## config.mk

```make
export PLATFORM = sky130hd
export DESIGN_NAME = jk_updown_counter
export DESIGN_NICKNAME = d
export VERILOG_FILES = /design/src/rtl/jk_updown_counter_pkg.sv /design/src/rtl/jk_updown_counter_cell.sv /design/src/rtl/jk_updown_counter.sv
export SDC_FILE = /design/constraint.sdc
export NUM_CORES = 1
export LEC_CHECK = 0
export ABC_CLOCK_PERIOD_IN_PS = 3640
export BUFFER_PORTS_ARGS = -buffer_cell sky130_fd_sc_hd__buf_2
export CAP_MARGIN = 40
export CORE_AREA = 2 2 39 41
export DETAILED_ROUTE_END_ITERATION = 8
export DIE_AREA = 0 0 41 43
export PLACE_DENSITY = 0.66
export RECOVER_POWER = 25
export SLEW_MARGIN = 40
export SYNTH_ARGS = -nofsm -noshare
export SYNTH_HDL_FRONTEND = slang
export SYNTH_SLANG_ARGS = --single-unit
```

## constraint.sdc

```tcl
create_clock -name CLK -period 3.64 [get_ports CLK]
set_input_delay 0.182 -clock CLK [delete_from_list [all_inputs] [get_ports CLK]]
set_output_delay 0.182 -clock CLK [all_outputs]
set_load 0.02 [all_outputs]
```

## src/rtl/jk_updown_counter_pkg.sv

```systemverilog
// ----------------------------------------------------------------------------
// counter_pkg
//   Shared definitions for the JK-cell up/down counter.
//   - Direction encoding for the UP input (DIR_UP / DIR_DN).
//   - Excitation-mode enum used to select how J/K are derived.
//   - Helpers that turn WIDTH/MODULUS into the terminal value and range check.
//   No ports (package).
// ----------------------------------------------------------------------------
package counter_pkg;

   // Direction encoding seen on the UP input
   localparam logic DIR_UP = 1'b1;
   localparam logic DIR_DN = 1'b0;

   // How the per-bit J/K pair is derived for the current cycle
   typedef enum logic [1:0] {
      ExcHold  = 2'd0,  // J = K = 0
      ExcCount = 2'd1,  // J = K = toggle mask
      ExcLoad  = 2'd2   // J = next, K = ~next
   } exc_mode_t;

   // True when MODULUS fits the legal range 2 .. 2**WIDTH
   function automatic bit modulus_ok(input int unsigned width, input int unsigned modulus);
      longint unsigned span;
      if (width == 0 || width > 31) begin
         return 1'b0;
      end
      span = longint'(1) << width;
      return (modulus >= 2) && (longint'(modulus) <= span);
   endfunction

   // Largest count value, MODULUS-1, as a plain integer
   function automatic int unsigned calc_maxval(input int unsigned modulus);
      return modulus - 1;
   endfunction

endpackage : counter_pkg

```

## src/rtl/jk_updown_counter_cell.sv

```systemverilog
// ----------------------------------------------------------------------------
// jk_cell
//   Single JK flip-flop, rising-edge clocked, asynchronous active-high reset.
//   J/K: 00 hold, 01 reset, 10 set, 11 toggle.
// Ports:
//   CLK   in   rising-edge clock
//   RST   in   asynchronous reset, active-high (Q=0, QBAR=1)
//   J     in   set excitation
//   K     in   reset excitation
//   Q     out  stored bit
//   QBAR  out  complement of stored bit
// ----------------------------------------------------------------------------
module jk_cell (
   input  logic CLK,
   input  logic RST,
   input  logic J,
   input  logic K,
   output logic Q,
   output logic QBAR
);

   logic state;

   always_ff @(posedge CLK or posedge RST) begin
      if (RST) begin
         state <= 1'b0;
      end else begin
         case ({J, K})
            2'b01:   state <= 1'b0;
            2'b10:   state <= 1'b1;
            2'b11:   state <= ~state;
            default: state <= state;
         endcase
      end
   end

   assign Q    = state;
   assign QBAR = ~state;

endmodule : jk_cell

```

## src/rtl/jk_updown_counter.sv

```systemverilog
// ----------------------------------------------------------------------------
// jk_updown_counter
//   Synchronous modulo-MODULUS up/down counter whose state bits are JK cells.
//   The next count is computed combinationally, then converted into per-bit
//   J/K excitation. Priority at each edge: RST > LOAD > EN > hold.
// Parameters:
//   WIDTH    number of state bits / JK cells
//   MODULUS  count range 0 .. MODULUS-1, legal 2 .. 2**WIDTH
// Ports:
//   CLK   in   rising-edge clock
//   RST   in   asynchronous reset, active-high
//   EN    in   count enable
//   UP    in   direction, 1 = increment, 0 = decrement
//   LOAD  in   synchronous parallel load (overrides EN)
//   DIN   in   parallel load value, clamped to MODULUS-1
//   Q     out  current count (JK cell Q outputs)
//   QBAR  out  complement of Q (JK cell QBAR outputs)
//   TC    out  terminal count, combinational; high in the cycle whose edge wraps
// ----------------------------------------------------------------------------
module jk_updown_counter
   import counter_pkg::*;
#(
   parameter int unsigned WIDTH   = 4,
   parameter int unsigned MODULUS = 10
) (
   input  logic             CLK,
   input  logic             RST,
   input  logic             EN,
   input  logic             UP,
   input  logic             LOAD,
   input  logic [WIDTH-1:0] DIN,
   output logic [WIDTH-1:0] Q,
   output logic [WIDTH-1:0] QBAR,
   output logic             TC
);

   // Elaboration-time range check on MODULUS
   if (!modulus_ok(WIDTH, MODULUS)) begin : g_bad_modulus
      $error("jk_updown_counter: MODULUS must lie in 2 .. 2**WIDTH");
   end

   localparam logic [WIDTH-1:0] MAXVAL = WIDTH'(calc_maxval(MODULUS));
   localparam logic [WIDTH-1:0] ZERO   = '0;

   logic [WIDTH-1:0] q;
   logic [WIDTH-1:0] qbar;
   logic [WIDTH-1:0] next;
   logic [WIDTH-1:0] j;
   logic [WIDTH-1:0] k;
   exc_mode_t        mode;

   // Next-state selection
   always_comb begin
      next = q;
      mode = ExcHold;
      if (LOAD) begin
         mode = ExcLoad;
         // Comparing against MAXVAL also covers MODULUS == 2**WIDTH, where
         // no DIN can exceed it and the clamp never fires.
         next = (DIN > MAXVAL) ? MAXVAL : DIN;
      end else if (EN) begin
         mode = ExcCount;
         if (UP == DIR_UP) begin
            // ">=" sends an out-of-range state straight to 0
            next = (q >= MAXVAL) ? ZERO : q + WIDTH'(1);
         end else begin
            if (q == ZERO || q > MAXVAL) begin
               next = MAXVAL;
            end else begin
               next = q - WIDTH'(1);
            end
         end
      end
   end

   // Per-bit J/K excitation
   always_comb begin
      j = '0;
      k = '0;
      unique case (mode)
         ExcLoad: begin
            j = next;
            k = ~next;
         end
         ExcCount: begin
            // toggle exactly the bits that differ
            j = q ^ next;
            k = q ^ next;
         end
         default: begin
            j = '0;
            k = '0;
         end
      endcase
   end

   // JK state cells
   for (genvar i = 0; i < WIDTH; i++) begin : g_cell
      jk_cell u_cell (
         .CLK  (CLK),
         .RST  (RST),
         .J    (j[i]),
         .K    (k[i]),
         .Q    (q[i]),
         .QBAR (qbar[i])
      );
   end

   assign Q    = q;
   assign QBAR = qbar;

   assign TC = EN & ~LOAD & (((UP == DIR_UP) & (q == MAXVAL)) |
                             ((UP == DIR_DN) & (q == ZERO)));

endmodule : jk_updown_counter

```

== Word level (Yosys, flattened, before mapping) ==
Cells that the tools add are included.

* Add/subtract/negate cells: 2
* $lt $le $gt $ge: 3
* Equal/unequal tests: 15
* Multiplexer cells: 14
* Bitwise operators: 13
* Reductions and logical operators: 6

{| class="wikitable"
|+ Operators with widths
! operator !! count
|-
| $mux W4 || 6
|-
| $eq A2 B2 Y1 const B || 9
|-
| $pmux W4 S2 || 2
|-
| $pmux W1 S3 || 4
|-
| $reduce_bool A3 Y1 || 4
|-
| $eq A2 B1 Y1 const B || 5
|-
| $gt A4 B4 Y1 const B || 2
|-
| $not A1 Y1 || 6
|-
| $add A4 B1 Y4 const B || 1
|-
| $and A1 B1 Y1 || 4
|-
| $eq A4 B4 Y1 const B || 1
|-
| $ge A4 B4 Y1 const B || 1
|-
| $logic_not A4 Y1 || 1
|-
| $not A4 Y4 || 1
|-
| $sub A4 B1 Y4 const B || 1
|-
| $xor A4 B4 Y4 || 1
|-
| $mux W2 || 1
|-
| $logic_or A1 B1 Y1 || 1
|-
| $mux W1 || 1
|-
| $or A1 B1 Y1 || 1
|}

* Register bits: 4
* Bits of input ports: 9
* Output and inout port bits: 9
* Logic and storage cells: 57

== Depth between registers and ports, before layout ==
Gate-level depths: netlist of run 1.

* Word-level depth: 10
* Gate-level depth with buffers: 6
* Depth with buffers taken out: 6

== Cells and area by module ==
From an unflattened synthesis of run 1, not the netlist that was laid out.

* Cells, all modules: 82
* Area total of the unflattened synthesis: 614.3 um2

{| class="wikitable"
|+ By module, submodules not included
! module !! times used !! cells each !! area each (um2) !! sequential area each (um2)
|-
| jk_updown_counter || 1 || 62 || 449.2 || 0.0
|-
| jk_cell || 4 || 5 || 41.3 || 25.0
|}

== Worst setup path before layout of run 1 ==
OpenSTA, ideal clock, no wires.

* Kind: flip-flop to output port
* Start point: register g_cell[0].u_cell.state
* End point: output TC
* Arrival: 1460 ps
* Required time: 3458 ps
* Setup slack: 1998 ps
* Cell stages (with the launch flop): 7
* Buffers on the path: 0
* Path through: dfrtp_1 -> inv_1 -> ha_1 -> nor2b_1 -> nor2b_1 -> a31oi_1 -> nor3_1

* Cells in the longest elaborated chain, start to end: 4
* Elaborated cells between the ends (all ways): 6
* Those cells by class: eq/ne: 1; bitwise: 4; reduce/logical: 1

{| class="wikitable"
|+ RTL lines
! item !! line !! RTL
|-
| from (decl) || jk_updown_counter_cell.sv:22 || <nowiki>logic state;</nowiki>
|-
| from (signal assigned) || jk_updown_counter_cell.sv:31 || <nowiki>2'b11: state <= ~state;</nowiki>
|-
| from (signal assigned) || jk_updown_counter_cell.sv:32 || <nowiki>default: state <= state;</nowiki>
|-
| $eq A4 B4 Y1 or $logic_not A4 Y1 (tied branches) || jk_updown_counter.sv:112, jk_updown_counter.sv:113 ||
|-
| $and A1 B1 Y1 (on tied branches) || jk_updown_counter.sv:112, jk_updown_counter.sv:113 ||
|-
| $or A1 B1 Y1 * || jk_updown_counter.sv:112 || <nowiki>assign TC = EN & ~LOAD & (((UP == DIR_UP) & (q == MAXVAL)) |</nowiki>
|-
| $and A1 B1 Y1 * || jk_updown_counter.sv:112 ||
|-
| to (decl) || jk_updown_counter.sv:34 || <nowiki>output logic TC</nowiki>
|}

Mark *: on every way between the ends. The rest lies on a longest branch, timed or not.

== Worst setup path in the final report of run 1 ==
Ends and elaborated chain as after synthesis.

==> impl_metrics.yaml, run 1 <==
min_path:
  min_path_type: "input pin to flop"
  hold_end: "g_cell[3].u_cell.Q$_DFFE_PP0P_"
  min_from: "DIN[3]"
  hold_path_depth: 2
drt:
  drt_iter0_drc: 30
  top_layer: "met3"
  ant_nets: 0
  wl_per_cell_um: 12.1
  routed_wl_um: 1150
  wl_met3_um: 114
  wl_met1_um: 525
  met2_length_um: 512
  viasPerCell: 5.34
  first_pass_iters: 4
  drcViolationCount: 0
  vias: 507
yosys:
  synth_largest_area_cell: "dfrtp_1"
  synth_top_cell_area_share_pct: 18.6
  synth_compound_area_share_pct: 25.5
  yosysSeqAreaShare_pct: 18.6
  synth_adder_area_share_pct: 9.28
  synth_edf_count: 0
  synth_cells: 70
  muxShareOfSynthArea_pct: 0
  ys_types: 27
  ys_dominant_reg_cell: "dfrtp_1"
  syn_nets: 83
  synth-simple-area-share_pct: 23.2
  yosysMostFrequentCell: "buf_4"
  ys_async_sr_fraction_pct: 100
  ys_ff_latch: 4
  synthTopCellsByArea: "dfrtp_1, buf_4, ha_1"
  synthXorXnorAreaFrac_pct: 1.62
  ys_warn_count: 0
  syn_avg_cell_area_um2: 7.70
  syn_area_um2: 539
  synth_top_family_by_area: "compound AO/OA/AOI/OAI gates"
  synth_common_cells: "buf_4, inv_1, a31oi_1, nor3_1"
floorplan:
  die_area_mm2: 0.00176
  core.rowCount: 14
  core_area_mm2: 0.00138
  die_y_um: 43
  floorplan.initialDensity_pct: 39.0
  io_pins: 18
  fp.dieW_um: 41
grt:
  first_global_vias: 427
  grt_max_degree: 13
  grt_antenna_before_repair: 0
  grtUsageTotal_pct: 16.0
  grt_pass1_wl_um: 1880
  overflow: 0
pwr:
  pwr_density_cell_mw_per_mm2: 362
  peakVddDrop_mv: 0.198
  power_leakage_uw: 0.000279
final_layout:
  final_area_um2: 589
  largest_reg_flops: 4
  fill_cells: 146
  nets: 94
  regArea_um2: 100
  area_growth_pct: 9.28
  multi_input_area_um2: 322
  drive_above_1_share_pct: 29.1
  n_antenna_cell: 0
  post-route-util_pct: 42.6
clock_network:
  clk_latency_ps: 240
  cts.sinks: 4
  cts.htree.levels: 1
  cts_buffers: 3
  cts_buffer_depth: 2
  clock-root-buffer: "clkbuf_4"
  path_clk_slew_ps: 40
  postCtsSetupBuffers: 0
  cts_tree: "yes"
worst_setup_path:
  cp_cell_sequence: "inv_1 > ha_1 > nor2b_1 > nor2b_1 > a31oi_1 > nor3_1 > buf_2"
  crit_required_ps: 3460
  path_max_fanout: 7
  start_kind: "flop"
  timing.rr.start: "g_cell[0].u_cell.Q$_DFFE_PP0P_"
  r2r_cells: 6
  critPathSlowestCell: "dfrtp_1"
  max_stage_delay_ps: 470
  r2r_slack_ps: 1880
  r2r-end: "g_cell[3].u_cell.Q$_DFFE_PP0P_"
  crit_top_cell: "nor2b_1"
  cp_num_buf_inv: 2
  critPathArrivalTime_ps: 1700
  cp-end-kind: "output pin"
  path_delay_family: "flip-flops"
  path_class: "flop to output pin"
timing:
  setup_viol: 0
  slew_violations: 0
  tightestPinTransition_ps: 407
  hold_viol_final: 0
  finalSetupTns_ps: 0
  rsz0062_at_grt: "false"
  fin_crit_ps: 1880
  fin_skew_ps: 8.86
  setup_ws_ps: 1760
  max_clock_freq_mhz: 532
  fin_crit_sh_pct: 51.7
  slew_headroom_pct: 72.8
placement:
  placed_cell_area_um2: 557
  gp_congestion: 0.816
  port-buffer-count: 17
  hpwl_um: 923
  dp_worst_setup_slack_ps: 1870
outcome:
  status: "finished, final reports clean"
flow_run:
  cap_violations: 0
## where the power goes
part / switching [uW] / total (uW) / internal, uW
clock: 18.3 / 55.1 / 36.9
sequential: 14.4 / 64.6 / 50.2
combinational: 54.3 / 93.6 / 39.3
total: 87.0 / 213 / 126
## final cells by class
class	count	area share (%)
Multi-Input combinational cell	46	54.6
Inverter	8	5.10
Tap cell	16	3.40
Clock buffer	3	3.82
Sequential cell	4	17.0
Timing Repair Buffer	18	16.1
## worst max path at each step
stage / from / endpoint / slack [ps] / cells after the start
finish: g_cell[0].u_cell.Q$_DFFE_PP0P_ / TC / 1760 / 7
global route: g_cell[0].u_cell.Q$_DFFE_PP0P_ / TC / 1600 / 7
CTS: g_cell[0].u_cell.Q$_DFFE_PP0P_ / TC / 1760 / 7
detailed placement: g_cell[0].u_cell.Q$_DFFE_PP0P_ / g_cell[3].u_cell.Q$_DFFE_PP0P_ / 1870 / 6
global placement: g_cell[0].u_cell.Q$_DFFE_PP0P_ / g_cell[3].u_cell.Q$_DFFE_PP0P_ / 1900 / 6
floorplan: g_cell[0].u_cell.Q$_DFFE_PP0P_ / TC / 2000 / 6
## layout by cell type, fill, tap and decap left out, types with 4 or more instances in the layout
master and count:
inv_1 7, nor3_1 5, nand2b_1 4, ha_1 4, nand2_1 4, a31oi_1 6, buf_2 17, dfrtp_1 4
## repair_timing
item / in CTS / in global routing
hold buffers: 1 / 0
resized for setup: 0 / 0
hold endpoints to repair: 4 / 0
## routing by layer
| metal | vias to the layer above | global-route usage [%] |
|---|---|---|
| li1 | 255 | - |
| met1 | 223 | 22.4 |
| met2 | 29 | 20.6 |
| met3 | 0 | 7.85 |
| met4 | 0 | 6.00 |
| met5 | - | 0 |
## logic make-up after synthesis
kind of cell | count (synthesis)
AND/OR/NAND/NOR | 23
buffers and inverters | 20
AO/OA/AOI/OAI | 18
adder cells (fa/ha/maj) | 4
flip-flops | 4
XOR/XNOR | 1
## per-stage QoR
step	hold WS, ps	total power, uW	cells
3_5_place_dp	72.6	158	91
6_report	220	213	95
5_1_grt	222	233	95
4_1_cts	216	215	95
3_3_place_gp	66.6	158	91
2_1_floorplan	-51.9	150	70
Note: power is estimated with default switching activity, not from simulation.
==> inputs of run 2 (changes only) <==
--- a/config.mk
+++ b/config.mk
@@ -5,13 +5,13 @@
 export SDC_FILE = /design/constraint.sdc
 export NUM_CORES = 1
 export LEC_CHECK = 0
-export ABC_CLOCK_PERIOD_IN_PS = 3640
+export ABC_CLOCK_PERIOD_IN_PS = 1640
 export BUFFER_PORTS_ARGS = -buffer_cell sky130_fd_sc_hd__buf_2
 export CAP_MARGIN = 40
 export CORE_AREA = 2 2 39 41
 export DETAILED_ROUTE_END_ITERATION = 8
 export DIE_AREA = 0 0 41 43
-export PLACE_DENSITY = 0.66
+export PLACE_DENSITY = 0.69
 export RECOVER_POWER = 25
 export SLEW_MARGIN = 40
 export SYNTH_ARGS = -nofsm -noshare
==> constraint.sdc (replaced) <==
create_clock -name CLK -period 1.64 [get_ports CLK]
set_input_delay 0.082 -clock CLK [delete_from_list [all_inputs] [get_ports CLK]]
set_output_delay 0.082 -clock CLK [all_outputs]
set_load 0.02 [all_outputs]
==> run 2 against run 1 <==
  * The run now ends with setup timing left
  * Die area unchanged
  * Total power grew 140%
  * Critical path depth down 1
  * Register-to-register slack got worse by 1900 ps
  * Highest routed layer is now met4
  * Sequential power increased by 120%
  * Non-clock buffer count grew 4
  * Clock skew is 7.7 ps lower
  * Utilization is 4.5 points higher
  * Clock power grew 120%
  * Wire length rose by 7.7%
  * Worst setup slack got worse by 1800 ps
  * Cell area grew 11%
==> impl_metrics.yaml, run 2 (same netlist as run 1, synthesis figures left out) <==
timing:
  hold_slack_ps: 137
  rsz0062_at_grt: "true"
  fin_skew_ps: 1.18
  setup_ws_ps: -7.80
  slew_headroom_pct: 68.0
  finalSetupTns_ps: -7.80
  tightestPinTransition_ps: 480
  fin_crit_sh_pct: 100
  slew_violations: 0
  hold_viol_final: 0
  fin_crit_ps: 1650
  setup_viol: 1
  max_clock_freq_mhz: 607
placement:
  placed_cell_area_um2: 572
  hpwl_um: 902
  gp_congestion: 0.969
  port-buffer-count: 17
final_layout:
  largest_reg_flops: 4
  drive_above_1_share_pct: 41.0
  n_antenna_cell: 0
  nets: 98
  final_common_cell: "buf_2"
  final_cell_mix: "buf_2, a31oi_1, inv_1, nor3_1"
  fill_cells: 140
  area_growth_pct: 20.9
  post-route-util_pct: 47.1
  final_area_um2: 652
pwr:
  peakVddDrop_mv: 0.327
  pwr_density_cell_mw_per_mm2: 789
  power_leakage_uw: 0.000296
  p_total_uw: 514
grt:
  grtUsageTotal_pct: 17.0
  first_global_vias: 456
  grt_antenna_before_repair: 0
  overflow: 0
  grt_max_degree: 13
  grt_pass1_wl_um: 1970
min_path:
  min_path_type: "input pin to flop"
  min_from: "DIN[3]"
clock_network:
  cts_tree: "yes"
  cts.sinks: 4
  path_clk_slew_ps: 40
  cts_buffers: 3
  clk_latency_ps: 230
  cts.htree.levels: 1
  clock-root-buffer: "clkbuf_4"
  cts_buffer_depth: 2
worst_setup_path:
  cp-end-kind: "flop"
  critPathLaunch: "g_cell[0].u_cell.Q$_DFFE_PP0P_"
  path_class: "flop to flop"
  timing.rr.start: "g_cell[0].u_cell.Q$_DFFE_PP0P_"
  start_kind: "flop"
  critPathArrivalTime_ps: 1760
  crit_required_ps: 1750
  path_max_fanout: 5
drt:
  vias: 540
  routed_wl_um: 1240
  wl_per_cell_um: 12.5
  drt_iter0_drc: 26
  viasPerCell: 5.45
  ant_nets: 0
  drcViolationCount: 0
  first_pass_iters: 4
floorplan:
  core.rowCount: 14
  io_pins: 18
  floorplan.initialDensity_pct: 39.0
  core_area_mm2: 0.00138
  die_area_mm2: 0.00176
  fp.dieW_um: 41
  die_y_um: 43
outcome:
  violations: "setup timing"
  status: "finished with violations"
flow_run:
  cap_violations: 0
## run 2: changes by cell type in the layout (fill, tap and decap cells not counted), sizes merged
| cell | delta |
|---|---|
| buf | +4 |
## run 2: routing by layer
layer | vias up | GRT usage [%] | share of wire [%]
li1 | 263 | - | -
met1 | 242 | 21.4 | 45
met2 | 31 | 23.8 | 45
met3 | 4 | 4.71 | 8.1
met4 | 0 | 12.0 | 1.1
met5 | - | 0 | 0
## run 2: stage by stage
step,cells,setup slack (ps)
6_report,99,-7.80
5_1_grt,99,-60.4
4_1_cts,97,14.6
3_5_place_dp,93,-34.3
3_3_place_gp,93,15.2
2_1_floorplan,70,80.7
## run 2: final timing paths
kind	endpoint	slack (ps)	depth (start not counted)
max	g_cell[3].u_cell.Q$_DFFE_PP0P_	-8	6
min	g_cell[3].u_cell.Q$_DFFE_PP0P_	140	2
max in group asynchronous	g_cell[3].u_cell.Q$_DFFE_PP0P_	1230	3
max reg2reg	g_cell[3].u_cell.Q$_DFFE_PP0P_	-8	6
min reg2reg	g_cell[1].u_cell.Q$_DFFE_PP0P_	710	3
min in group asynchronous	g_cell[0].u_cell.Q$_DFFE_PP0P_	260	3
## run 2: worst max-delay path, stage by stage (launching register included)
cell and delay [ps]:
dfrtp_1 400, inv_2 110, ha_2 240, o21bai_4 90
a211oi_2 290, nand2_1 90, a221o_1 300
## run 2: what timing repair did
action / 4_1_cts / 5_1_grt
setup buffers: 0 / 2
hold endpoints to repair: 4 / 0
hold buffers: 1 / 0
pin swaps: 0 / 2
setup endpoints to repair: 2 / 2
resized for setup: 4 / 6
## run 2: power by group
part / switching, uW / total (uW) / internal, uW
clock network: 40.1 / 122 / 81.8
registers: 27.3 / 139 / 111
logic: 139 / 254 / 114
total: 207 / 514 / 308
## run 2: layout make-up
cell class | instances | area [um2] | share of cell area, %
inverter | 8 | 30.0 | 4.61
timing repair buffer | 22 | 125 | 19.2
clock buffer | 3 | 22.5 | 3.45
tap | 16 | 20.0 | 3.07
sequential | 4 | 100 | 15.4
multi-input combinational | 46 | 354 | 54.3
